$ cat config.mk
export PLATFORM = sky130hd
export DESIGN_NAME = readmemh_stream_loader
export DESIGN_NICKNAME = d
export VERILOG_FILES = /design/src/rtl/readmemh_loader_pkg.sv /design/src/rtl/hex_char_decode.sv /design/src/rtl/readmemh_stream_loader.sv
export SDC_FILE = /design/constraint.sdc
export NUM_CORES = 1
export LEC_CHECK = 0
export CAP_MARGIN = 20
export CORE_AREA = 3 3 87 89
export CTS_CLUSTER_SIZE = 10
export DETAILED_ROUTE_END_ITERATION = 12
export DIE_AREA = 0 0 90 92
export GPL_ROUTABILITY_DRIVEN = 0
export GPL_TIMING_DRIVEN = 0
export PLACE_DENSITY = 0.79
export SKIP_LAST_GASP = 1
export SLEW_MARGIN = 5
export SYNTH_ARGS = -nofsm -noshare
export SYNTH_HDL_FRONTEND = slang
export SYNTH_SLANG_ARGS = --single-unit
$ cat constraint.sdc
create_clock -name clk_loader -period 6.1 [get_ports clk_loader]
set_input_delay 0.915 -clock clk_loader [delete_from_list [all_inputs] [get_ports clk_loader]]
set_output_delay 0.915 -clock clk_loader [all_outputs]
set_load 0.02 [all_outputs]
$ cat src/rtl/readmemh_loader_pkg.sv
`default_nettype none
// ============================================================================
// Package  : readmemh_loader_pkg
// Summary  : Shared types and ASCII constants for the readmemh text-stream
//            loader: FSM states, error codes, character classes.
// Config   : LOADER_COMMENT_EN - when defined, the SLASH and COMMENT states
//            exist and '//' comments are recognised.
// Revision : 1.0 - initial release
// ============================================================================
package readmemh_loader_pkg;

    // Parser states; the comment states only exist when comments are enabled
    typedef enum logic [2:0] {
        ST_SEP     = 3'd0,
        ST_DATA    = 3'd1,
        ST_ADDR    = 3'd2,
`ifdef LOADER_COMMENT_EN
        ST_SLASH   = 3'd3,
        ST_COMMENT = 3'd4,
`endif
        ST_ERROR   = 3'd5
    } state_e;

    // Sticky error code reported on the err port
    typedef enum logic [1:0] {
        ERR_NONE    = 2'd0,
        ERR_BADCHAR = 2'd1,
        ERR_DIGITS  = 2'd2,
        ERR_ADDR    = 2'd3
    } err_e;

    // Character class produced by the byte decoder
    typedef enum logic [2:0] {
        CLS_DIGIT = 3'd0,
        CLS_SEP   = 3'd1,
        CLS_UNDER = 3'd2,
        CLS_AT    = 3'd3,
        CLS_SLASH = 3'd4,
        CLS_BAD   = 3'd5
    } cls_e;

    localparam logic [7:0] c_ascii_sp    = 8'h20;
    localparam logic [7:0] c_ascii_ht    = 8'h09;
    localparam logic [7:0] c_ascii_lf    = 8'h0A;
    localparam logic [7:0] c_ascii_cr    = 8'h0D;
    localparam logic [7:0] c_ascii_at    = 8'h40;
    localparam logic [7:0] c_ascii_slash = 8'h2F;
    localparam logic [7:0] c_ascii_under = 8'h5F;

    // Larger of two elaboration-time integers
    function automatic int max_int(input int a, input int b);
        return (a > b) ? a : b;
    endfunction

endpackage : readmemh_loader_pkg
`default_nettype wire

$ cat src/rtl/hex_char_decode.sv
`default_nettype none
// ============================================================================
// Module   : hex_char_decode
// Summary  : Combinational classifier for one ASCII byte: returns the hex
//            nibble value and the character class used by the loader FSM.
// Config   : none (the slash class is always reported; the loader decides
//            whether it is meaningful).
// Revision : 1.0 - initial release
// ============================================================================
module hex_char_decode
    import readmemh_loader_pkg::*;
(
    input  logic [7:0] byte_i,
    output logic [3:0] nib_o,
    output cls_e       cls_o
);

    // Map the byte to a nibble and class; non-digits return nibble 0
    always_comb begin
        nib_o = 4'h0;
        cls_o = CLS_BAD;
        if (byte_i >= 8'h30 && byte_i <= 8'h39) begin
            nib_o = byte_i[3:0];
            cls_o = CLS_DIGIT;
        end else if ((byte_i >= 8'h61 && byte_i <= 8'h66) ||
                     (byte_i >= 8'h41 && byte_i <= 8'h46)) begin
            // 'a'/'A' have low nibble 1, so adding 9 yields 10..15
            nib_o = byte_i[3:0] + 4'd9;
            cls_o = CLS_DIGIT;
        end else begin
            case (byte_i)
                c_ascii_sp, c_ascii_ht, c_ascii_lf, c_ascii_cr: cls_o = CLS_SEP;
                c_ascii_under:                                  cls_o = CLS_UNDER;
                c_ascii_at:                                     cls_o = CLS_AT;
                c_ascii_slash:                                  cls_o = CLS_SLASH;
                default:                                        cls_o = CLS_BAD;
            endcase
        end
    end

endmodule : hex_char_decode
`default_nettype wire

$ cat src/rtl/readmemh_stream_loader.sv
`default_nettype none
// ============================================================================
// Module   : readmemh_stream_loader
// Summary  : Parses a readmemh-format ASCII byte stream (hex words, '@'
//            address directives, separators, '_' spacers, '//' comments) and
//            writes decoded words through a registered memory write port.
//            Errors are reported with a sticky 2-bit code.
// Config   : LOADER_COMMENT_EN - defined: '//' comments to end of line are
//            skipped. Undefined: '/' is a bad character everywhere.
// Revision : 1.0 - initial release
// ============================================================================
module readmemh_stream_loader
    import readmemh_loader_pkg::*;
#(
    parameter int DATA_W = 16,
    parameter int ADDR_W = 8
) (
    input  logic              clk_loader,
    input  logic              rst_loader,
    input  logic [7:0]        in_data,
    input  logic              in_valid,
    input  logic              in_last,
    output logic              in_ready,
    output logic              wr_en,
    output logic [ADDR_W-1:0] wr_addr,
    output logic [DATA_W-1:0] wr_data,
    output logic              done,
    output logic [1:0]        err,
    output logic [ADDR_W:0]   word_count
);

    localparam int ND     = (DATA_W + 3) / 4;
    localparam int NA     = (ADDR_W + 3) / 4;
    localparam int MAXD   = max_int(ND, NA);
    localparam int ACC_W  = 4 * MAXD;
    localparam int DCNT_W = $clog2(MAXD + 1);

    state_e              state_q, state_d;
    logic [ACC_W-1:0]    acc_q, acc_d;
    logic [DCNT_W-1:0]   dcnt_q, dcnt_d;
    logic [ADDR_W:0]     addr_q, addr_d;      // extra MSB flags a wrapped counter
    logic [ADDR_W:0]     wc_q, wc_d, wc_base;
    err_e                err_q, err_d;
    logic                first_q, first_d;    // next accepted byte opens a stream
    logic                rdy_q;
    logic                wr_en_q, wr_en_d;
    logic [ADDR_W-1:0]   wr_addr_q, wr_addr_d;
    logic [DATA_W-1:0]   wr_data_q, wr_data_d;
    logic                done_q, done_d;

    logic [3:0]          w_nib;
    cls_e                w_cls;
    logic                w_accept;
    logic                w_addr_ovf;
    logic                w_is_term;
    state_e              w_term_st;
    logic                w_write;
    logic                w_fail;
    err_e                w_code;

    hex_char_decode u_decode (
        .byte_i (in_data),
        .nib_o  (w_nib),
        .cls_o  (w_cls)
    );

    assign w_accept = in_valid && in_ready;

    // A parsed address needs more than ADDR_W bits only if the digit field is wider
    generate
        if (ACC_W > ADDR_W) begin : g_addr_ovf
            assign w_addr_ovf = |acc_q[ACC_W-1:ADDR_W];
        end else begin : g_no_addr_ovf
            assign w_addr_ovf = 1'b0;
        end
    endgenerate

    // Token terminators and the state each one leads to
    always_comb begin
        w_is_term = (w_cls == CLS_SEP);
        w_term_st = ST_SEP;
`ifdef LOADER_COMMENT_EN
        if (w_cls == CLS_SLASH) begin
            w_is_term = 1'b1;
            w_term_st = ST_SLASH;
        end
`endif
    end

    // Next-state, accumulator, address and write-port computation
    always_comb begin
        state_d   = state_q;
        acc_d     = acc_q;
        dcnt_d    = dcnt_q;
        addr_d    = addr_q;
        wc_base   = wc_q;
        wc_d      = wc_q;
        err_d     = err_q;
        first_d   = first_q;
        wr_en_d   = 1'b0;
        wr_addr_d = wr_addr_q;
        wr_data_d = wr_data_q;
        done_d    = 1'b0;
        w_write   = 1'b0;
        w_fail    = 1'b0;
        w_code    = ERR_NONE;

        if (w_accept) begin
            if (first_q) begin
                wc_base = '0;
                err_d   = ERR_NONE;
            end
            wc_d    = wc_base;
            first_d = in_last;

            case (state_q)
                ST_SEP: begin
                    if (w_cls == CLS_DIGIT) begin
                        state_d = ST_DATA;
                        acc_d   = ACC_W'(w_nib);
                        dcnt_d  = DCNT_W'(1);
                    end else if (w_cls == CLS_AT) begin
                        state_d = ST_ADDR;
                        acc_d   = '0;
                        dcnt_d  = '0;
                    end else if (w_is_term) begin
                        state_d = w_term_st;
                    end else begin
                        w_fail = 1'b1;
                        w_code = ERR_BADCHAR;
                    end
                end
                ST_DATA: begin
                    if (w_cls == CLS_DIGIT) begin
                        if (dcnt_q == DCNT_W'(ND)) begin
                            w_fail = 1'b1;
                            w_code = ERR_DIGITS;
                        end else begin
                            acc_d  = {acc_q[ACC_W-5:0], w_nib};
                            dcnt_d = dcnt_q + 1'b1;
                        end
                    end else if (w_cls == CLS_UNDER) begin
                        state_d = ST_DATA;
                    end else if (w_is_term) begin
                        w_write = 1'b1;
                        state_d = w_term_st;
                    end else begin
                        w_fail = 1'b1;
                        w_code = ERR_BADCHAR;
                    end
                end
                ST_ADDR: begin
                    if (w_cls == CLS_DIGIT) begin
                        if (dcnt_q == DCNT_W'(NA)) begin
                            w_fail = 1'b1;
                            w_code = ERR_DIGITS;
                        end else begin
                            acc_d  = {acc_q[ACC_W-5:0], w_nib};
                            dcnt_d = dcnt_q + 1'b1;
                        end
                    end else if (w_is_term && dcnt_q != '0) begin
                        if (w_addr_ovf) begin
                            w_fail = 1'b1;
                            w_code = ERR_ADDR;
                        end else begin
                            addr_d  = {1'b0, acc_q[ADDR_W-1:0]};
                            state_d = w_term_st;
                        end
                    end else begin
                        w_fail = 1'b1;
                        w_code = ERR_BADCHAR;
                    end
                end
`ifdef LOADER_COMMENT_EN
                ST_SLASH: begin
                    if (w_cls == CLS_SLASH) begin
                        state_d = ST_COMMENT;
                    end else begin
                        w_fail = 1'b1;
                        w_code = ERR_BADCHAR;
                    end
                end
                ST_COMMENT: begin
                    if (in_data == c_ascii_lf) begin
                        state_d = ST_SEP;
                    end
                end
`endif
                default: begin
                    state_d = ST_ERROR;
                end
            endcase

            // End of stream: flush a pending word, reject unfinished tokens
            if (in_last && !w_fail && state_q != ST_ERROR) begin
                if (state_d == ST_DATA) begin
                    if (w_cls == CLS_UNDER) begin
                        w_fail = 1'b1;
                        w_code = ERR_BADCHAR;
                    end else begin
                        w_write = 1'b1;
                    end
                end else if (state_d != ST_SEP
`ifdef LOADER_COMMENT_EN
                             && state_d != ST_COMMENT
`endif
                            ) begin
                    w_fail = 1'b1;
                    w_code = ERR_BADCHAR;
                end
            end

            // A word aimed past the top of memory is dropped and flagged
            if (w_write) begin
                if (addr_q[ADDR_W]) begin
                    w_fail = 1'b1;
                    w_code = ERR_ADDR;
                end else begin
                    wr_en_d   = 1'b1;
                    wr_addr_d = addr_q[ADDR_W-1:0];
                    wr_data_d = acc_d[DATA_W-1:0];
                    addr_d    = addr_q + 1'b1;
                    wc_d      = wc_base + 1'b1;
                end
            end

            if (w_fail) begin
                state_d = ST_ERROR;
                err_d   = w_code;
            end

            if (in_last) begin
                done_d  = 1'b1;
                state_d = ST_SEP;
                addr_d  = '0;
                acc_d   = '0;
                dcnt_d  = '0;
            end
        end
    end

    // State and output registers with synchronous reset
    always_ff @(posedge clk_loader) begin
        if (rst_loader) begin
            state_q   <= ST_SEP;
            acc_q     <= '0;
            dcnt_q    <= '0;
            addr_q    <= '0;
            wc_q      <= '0;
            err_q     <= ERR_NONE;
            first_q   <= 1'b1;
            rdy_q     <= 1'b0;
            wr_en_q   <= 1'b0;
            wr_addr_q <= '0;
            wr_data_q <= '0;
            done_q    <= 1'b0;
        end else begin
            state_q   <= state_d;
            acc_q     <= acc_d;
            dcnt_q    <= dcnt_d;
            addr_q    <= addr_d;
            wc_q      <= wc_d;
            err_q     <= err_d;
            first_q   <= first_d;
            rdy_q     <= 1'b1;
            wr_en_q   <= wr_en_d;
            wr_addr_q <= wr_addr_d;
            wr_data_q <= wr_data_d;
            done_q    <= done_d;
        end
    end

    // rdy_q lags reset by one cycle; gating with reset covers the reset cycle itself
    assign in_ready   = rdy_q && !rst_loader;
    assign wr_en      = wr_en_q;
    assign wr_addr    = wr_addr_q;
    assign wr_data    = wr_data_q;
    assign done       = done_q;
    assign err        = err_q;
    assign word_count = wc_q;

endmodule : readmemh_stream_loader
`default_nettype wire

After elaboration in Yosys (flattened, before gate mapping)
Cells that the tools add are included.
{"block": "word_totals", "in_bits": 12, "reg_bits": 70}
{"block": "classes", "order_cmp": 6, "reduce_logical": 24, "n_bitwise": 3, "n_addsub": 4, "muxes": 93, "eq_ne": 21}
{"operator": "$mux W16", "n": 7}
{"operator": "$mux W9", "n": 11}
{"operator": "$mux W3", "n": 20}
{"operator": "$pmux W16 S3", "n": 1}
{"operator": "$mux W1", "n": 32}
{"operator": "$mux W2", "n": 15}
{"operator": "$eq A8 B4 Y1 const B", "n": 3}
{"operator": "$add A9 B1 Y9 const B", "n": 2}
{"operator": "$pmux W3 S3", "n": 2}
{"operator": "$eq A8 B6 Y1 const B", "n": 2}
{"operator": "$eq A8 B7 Y1 const B", "n": 2}
{"operator": "$ge A8 B7 Y1 const B", "n": 2}
{"operator": "$le A8 B7 Y1 const B", "n": 2}
{"operator": "$ne A3 B3 Y1 const B", "n": 5}
{"operator": "$eq A3 B2 Y1 const B", "n": 4}
{"operator": "$pmux W3 S4", "n": 1}
{"operator": "$eq A3 B1 Y1 const B", "n": 3}
{"operator": "$ge A8 B6 Y1 const B", "n": 1}
{"operator": "$le A8 B6 Y1 const B", "n": 1}
{"operator": "$logic_and A1 B1 Y1", "n": 8}
{"operator": "$mux W4", "n": 2}
{"operator": "$reduce_or A8 Y1", "n": 1}
{"operator": "$reduce_and A7 Y1", "n": 1}
{"operator": "$logic_not A3 Y1", "n": 2}
{"operator": "17 further kinds", "n": 21}

Longest topological paths before layout
{"block": "depth", "ltp_word": 20, "mapped_depth": 13, "mapped_depth_nobuf": 11}

Hierarchy
A second synthesis with hierarchy kept.
{"block": "unflattened", "hier_cells": 460, "hier_area_um2": 3741.1}
{"mod": "readmemh_stream_loader", "area_per_inst_um2": 3400.8, "n_inst": 1, "cells_each": 420}
{"mod": "hex_char_decode", "area_per_inst_um2": 340.3, "n_inst": 1, "cells_each": 40}

Worst setup path before layout
Ideal clock, no wire load.
{"block": "synth_path", "kind": "input-to-reg", "start": "in in_data[0]", "end": "reg addr_q[7]", "n_path_buf": 1, "path_slack_ns": 2.731, "cell_stages": 12, "required_time_ns": 5.976, "t_arrival_ns": 3.245, "path_cell_list": "inv_1 > ha_1 > nand2b_4 > or3b_4 > a21oi_4 > or3_1 > a21oi_1 > o41a_1 > buf_2 > nor4_2 > mux2i_1 > nand3_1"}
{"block": "synth_between", "elab_chain_len": 18}
{"item": "from (decl)", "line": "readmemh_stream_loader.sv:20", "rtl": "input logic [7:0] in_data,"}
{"item": "$ge A8 B7 Y1 (tied with other cells)", "line": "hex_char_decode.sv:25", "rtl": "end else if ((byte_i >= 8'h61 && byte_i <= 8'h66) ||"}
{"item": "$logic_and A1 B1 Y1 (tied with other cells)", "line": "hex_char_decode.sv:25"}
{"item": "$logic_or A1 B1 Y1 or $pmux W3 S4 (tied branches)", "line": "hex_char_decode.sv:25, hex_char_decode.sv:31"}
{"item": "$mux W3", "line": "hex_char_decode.sv:25"}
{"item": "$mux W3 (*)", "line": "hex_char_decode.sv:22", "rtl": "if (byte_i >= 8'h30 && byte_i <= 8'h39) begin"}
{"item": "branches (longest 11 deep; another with $eq A3 B1 Y1)"}
{"item": "$mux W9 (*)", "line": "readmemh_stream_loader.sv:214", "rtl": "if (w_write) begin"}
{"item": "$mux W9 (*)", "line": "readmemh_stream_loader.sv:232", "rtl": "if (in_last) begin"}
{"item": "to (signal assigned)", "line": "readmemh_stream_loader.sv:261", "rtl": "addr_q <= addr_d;"}
{"item": "to (decl)", "line": "readmemh_stream_loader.sv:41", "rtl": "logic [ADDR_W:0] addr_q, addr_d;"}
Mark *: on every way between the ends. The select of a mux whose other input is x is not followed.
A chain may end at the register's enable or synchronous reset.

Worst setup path in the final report
{"block": "layout_path", "start": "in in_data[0]", "end": "reg wr_addr_q[6], in the netlist wr_addr[6]"}
{"block": "layout_between", "elab_chain_len": 17}
{"item": "$ge A8 B7 Y1 (tied with other cells)", "line": "hex_char_decode.sv:25"}
{"item": "$logic_and A1 B1 Y1 (tied with other cells)", "line": "hex_char_decode.sv:25"}
{"item": "$logic_or A1 B1 Y1 or $pmux W3 S4 (tied branches)", "line": "hex_char_decode.sv:25, hex_char_decode.sv:31"}
{"item": "$mux W3", "line": "hex_char_decode.sv:25"}
{"item": "$mux W3 (*)", "line": "hex_char_decode.sv:22"}
{"item": "branches (longest 9 deep; another with $eq A3 B1 Y1)"}
{"item": "$mux W1 (*)", "line": "readmemh_stream_loader.sv:195", "rtl": "if (in_last && !w_fail && state_q != ST_ERROR) begin"}
{"item": "$mux W1 (*)", "line": "readmemh_stream_loader.sv:108", "rtl": "if (w_accept) begin"}
{"item": "$reduce_and A3 Y1 (no line) (*)"}
{"item": "to (signal assigned)", "line": "readmemh_stream_loader.sv:267", "rtl": "wr_addr_q <= wr_addr_d;"}
{"item": "to (decl)", "line": "readmemh_stream_loader.sv:47", "rtl": "logic [ADDR_W-1:0] wr_addr_q, wr_addr_d;"}
Marks and branches as above.

==> metrics <==
core area 0.00683 mm2; crit path launch type input pin; antenna violations before repair 0; Post-synth ARST share 0%; Slew @ Worst Pin 0.707 ns; Post-CTS Hold Buffers 0; Avg WL per Cell 16.2 um; kind of critical path in -> reg; die height 92 um; Sum Neg Setup Slack 0 ns; GRT Resource Usage Total 25.2%; Post-CTS Resized 0; post-DP HPWL 7360 um; Yosys reg bits 70; CP required 6.32 ns; htree depth 3; largest net degree at the start of global routing 13; Die ar. 0.00828 mm2; post-synth top area cell dfxtp_1; via count 3693; GR Overflow Total 0; leakage dissipation 1.53 nW; CP Capture Type flop; RSZ-0062 raised after global routing false; flop2flop setup slack 3.13 ns; min Tclk post-route 3.99 ns; CTS Sinks 70; Seq/Total Area, Yosys 37.0%; Fill cells 620; Root Driver clkbuf_8; IO buf count 47; FMAX 0.251 GHz; final instance area 0.00458 mm2; layout cell share with drive strength beyond 1 6.88%; post-synthesis cell count 460; first-pass GRT wire length 17100 um; final setup fails 0; Top-Level Pins 50; RR Endpoint err[0]$_SDFFE_PP0P_; Synth Cell Area 0.00379 mm2; Synth area leaders dfxtp_1 (37%), nor2_1 (6.3%), mux2i_1 (5.8%); deepest clock path buffer count 2; number of global-route vias before repair 3593; syn avg cell area 8.24 um2; Die Wd 90 um; dpl cell area 0.00438 mm2; Hold Path Origin wr_addr[2]$_SDFFE_PP0P_; ANT nets after route 0; Synth warnings 0; vias per std cell 5.97; Pwr per Cell Area 197 mW/mm2; Max FO, Critical Path 10; Worst slew margin 52.5%; Synth Flop Type dfxtp_1; max-cap violation count 0; status completed; CTS tree yes; number of synthesized flops with an enable pin 0; Hold Path Class reg -> reg; r2r startpoint acc_q[11]$_SDFFE_PP0P_; DRT Wirelength 10000 um; Slew Viols, Final 0; syn_nets 481; clk slew on worst S/H paths 0.07 ns; worst skew pair latency 0.35 ns; Max VDD drop 0.158 mV; crit path to wr_addr[6]$_SDFFE_PP0P_; final-report hold violation count 0; Worst Setup SP in_data[0]; Remaining DRCs 0; Post-CTS Setup Bufs 0; share of the synthesized area in the top cell type 37.0%; Antenna Cells 0; r2r worst-path depth 8; clock skew 0.00734 ns; Layout area overhead 20.9%; Yosys cell types 65; fin crit share 65.4%; final net count 539; worst path arrival time 4.21 ns; Initial Util 55.5%; drt first pass iters 5; initial drt markers 447; # rows 30; CTS buffer count 9
[flip-flops by register name (all words and copies together), names as in the netlist]
register and cells:
first_q 1, rdy_q 1, word_count 9, wr_data 16
dcnt_q 3, done 1, state_q 3, wr_en 1
addr_q 9, wr_addr 8, err 2, acc_q 16
[per-stage QoR]
stage / worst slack, ns / hold slack (ns) / cells / util (%) / power [mW]
finish: 2.11 / 0.500 / 619 / 67.0 / 0.904
global route: 1.96 / 0.524 / 619 / 67.0 / 0.939
CTS: 2.17 / 0.504 / 619 / 67.0 / 0.909
detailed placement: 1.85 / 0.485 / 603 / 64.1 / 0.541
global placement: 1.90 / 0.477 / 603 / 64.1 / 0.540
floorplan: 2.73 / 0.465 / 460 / - / 0.515
[synth_stat cells, drive strengths merged, types with 2 or more instances]
cell type / n
buf: 6
o22ai: 2
clkbuf: 22
dfxtp: 70
mux2i: 22
and2: 2
a31oi: 2
nor2b: 9
o311ai: 4
nand3: 14
nand2b: 5
nor4: 12
nor3b: 2
inv: 9
nand4bb: 3
nor3: 17
o211ai: 7
xnor2: 3
a22o: 11
nor2: 64
o21ai: 14
nand2: 57
ha: 9
or3: 3
o21bai: 2
a21o: 3
nand4: 6
a211oi: 3
a21oi: 25
a2111oi: 3
a22oi: 16
a211o: 2
xor2: 7
nand3b: 2
or2: 5
[where the power goes]
part           switching, mW  total (mW)  leakage, nW  internal, mW
clock network          0.172       0.372       0.0955         0.200
registers            0.00241       0.462        0.565         0.459
logic                 0.0458      0.0702        0.867        0.0244
total                  0.221       0.904         1.53         0.683
[how the worst min path moves through the flow]
stage | end | slack (ns) | cells after the start
final | wr_addr[2]$_SDFFE_PP0P_ | 0.50 | 2
after detailed placement | wr_data[15]$_SDFFE_PP0P_ | 0.48 | 2
after global routing | wr_addr[2]$_SDFFE_PP0P_ | 0.52 | 2
after global placement | wr_data[14]$_SDFFE_PP0P_ | 0.48 | 2
after CTS | wr_data[15]$_SDFFE_PP0P_ | 0.50 | 2
after floorplan | first_q$_SDFFE_PP1P_ | 0.46 | 2
[cells by family after synthesis]
| kind of cell | after synthesis | synth area share, % |
|---|---|---|
| compound gates | 103 | 20.3 |
| xor+xnor | 10 | 2.31 |
| fa+ha+maj | 9 | 2.97 |
| buf+inv | 38 | 4.43 |
| flops | 70 | 37.0 |
| mux | 22 | 5.81 |
| simple gates | 208 | 27.2 |
[worst max-delay path, stage by stage]
cell and delay, ns:
clkdlybuf4s50_1 0.50, inv_1 0.15, ha_1 0.24, nand2b_4 0.08, or3b_4 0.40, a21oi_4 0.27
or3_1 0.15, a21oi_1 0.09, o41a_1 0.43, nor3_4 0.33, buf_4 0.29, mux2i_1 0.28
nor2_1 0.06
[per-layer routing]
layer | up-vias | global-route usage, % | wire (um)
met1 | 1720 | 32.4 | 4290
met4 | 0 | 9.44 | 226
li1 | 1775 | - | -
met3 | 28 | 6.07 | 789
met2 | 170 | 41.3 | 4700
met5 | - | 0 | 0
[cell usage in the layout, fill, tap and decap left out, drive strengths merged, types with 4 or more instances in the layout]
| cell type | n |
|---|---|
| dfxtp | 70 |
| nor2 | 64 |
| nand2 | 57 |
| clkdlybuf4s50 | 47 |
| clkbuf | 33 |
| a21oi | 25 |
| mux2i | 22 |
| nor3 | 17 |
| a22oi | 16 |
| nand3 | 14 |
| o21ai | 14 |
| nor4 | 12 |
| a22o | 11 |
| inv | 9 |
| nor2b | 9 |
| ha | 9 |
| o211ai | 7 |
| xor2 | 7 |
| nand4 | 6 |
| buf | 6 |
| nand2b | 5 |
| or2 | 5 |
| o311ai | 4 |
[layout make-up]
cell class	instances	area (um2)	area share [%]
flip-flops and latches	70	1400	30.6
plain buffers	28	130	2.84
multi-input cells	352	2220	48.5
clock buffers	11	141	3.09
inverters	10	37.5	0.820
well taps	96	120	2.62
clock inverters	5	58.8	1.28
repair buffers	47	470	10.3
Note: power is estimated with default switching activity, not from simulation.
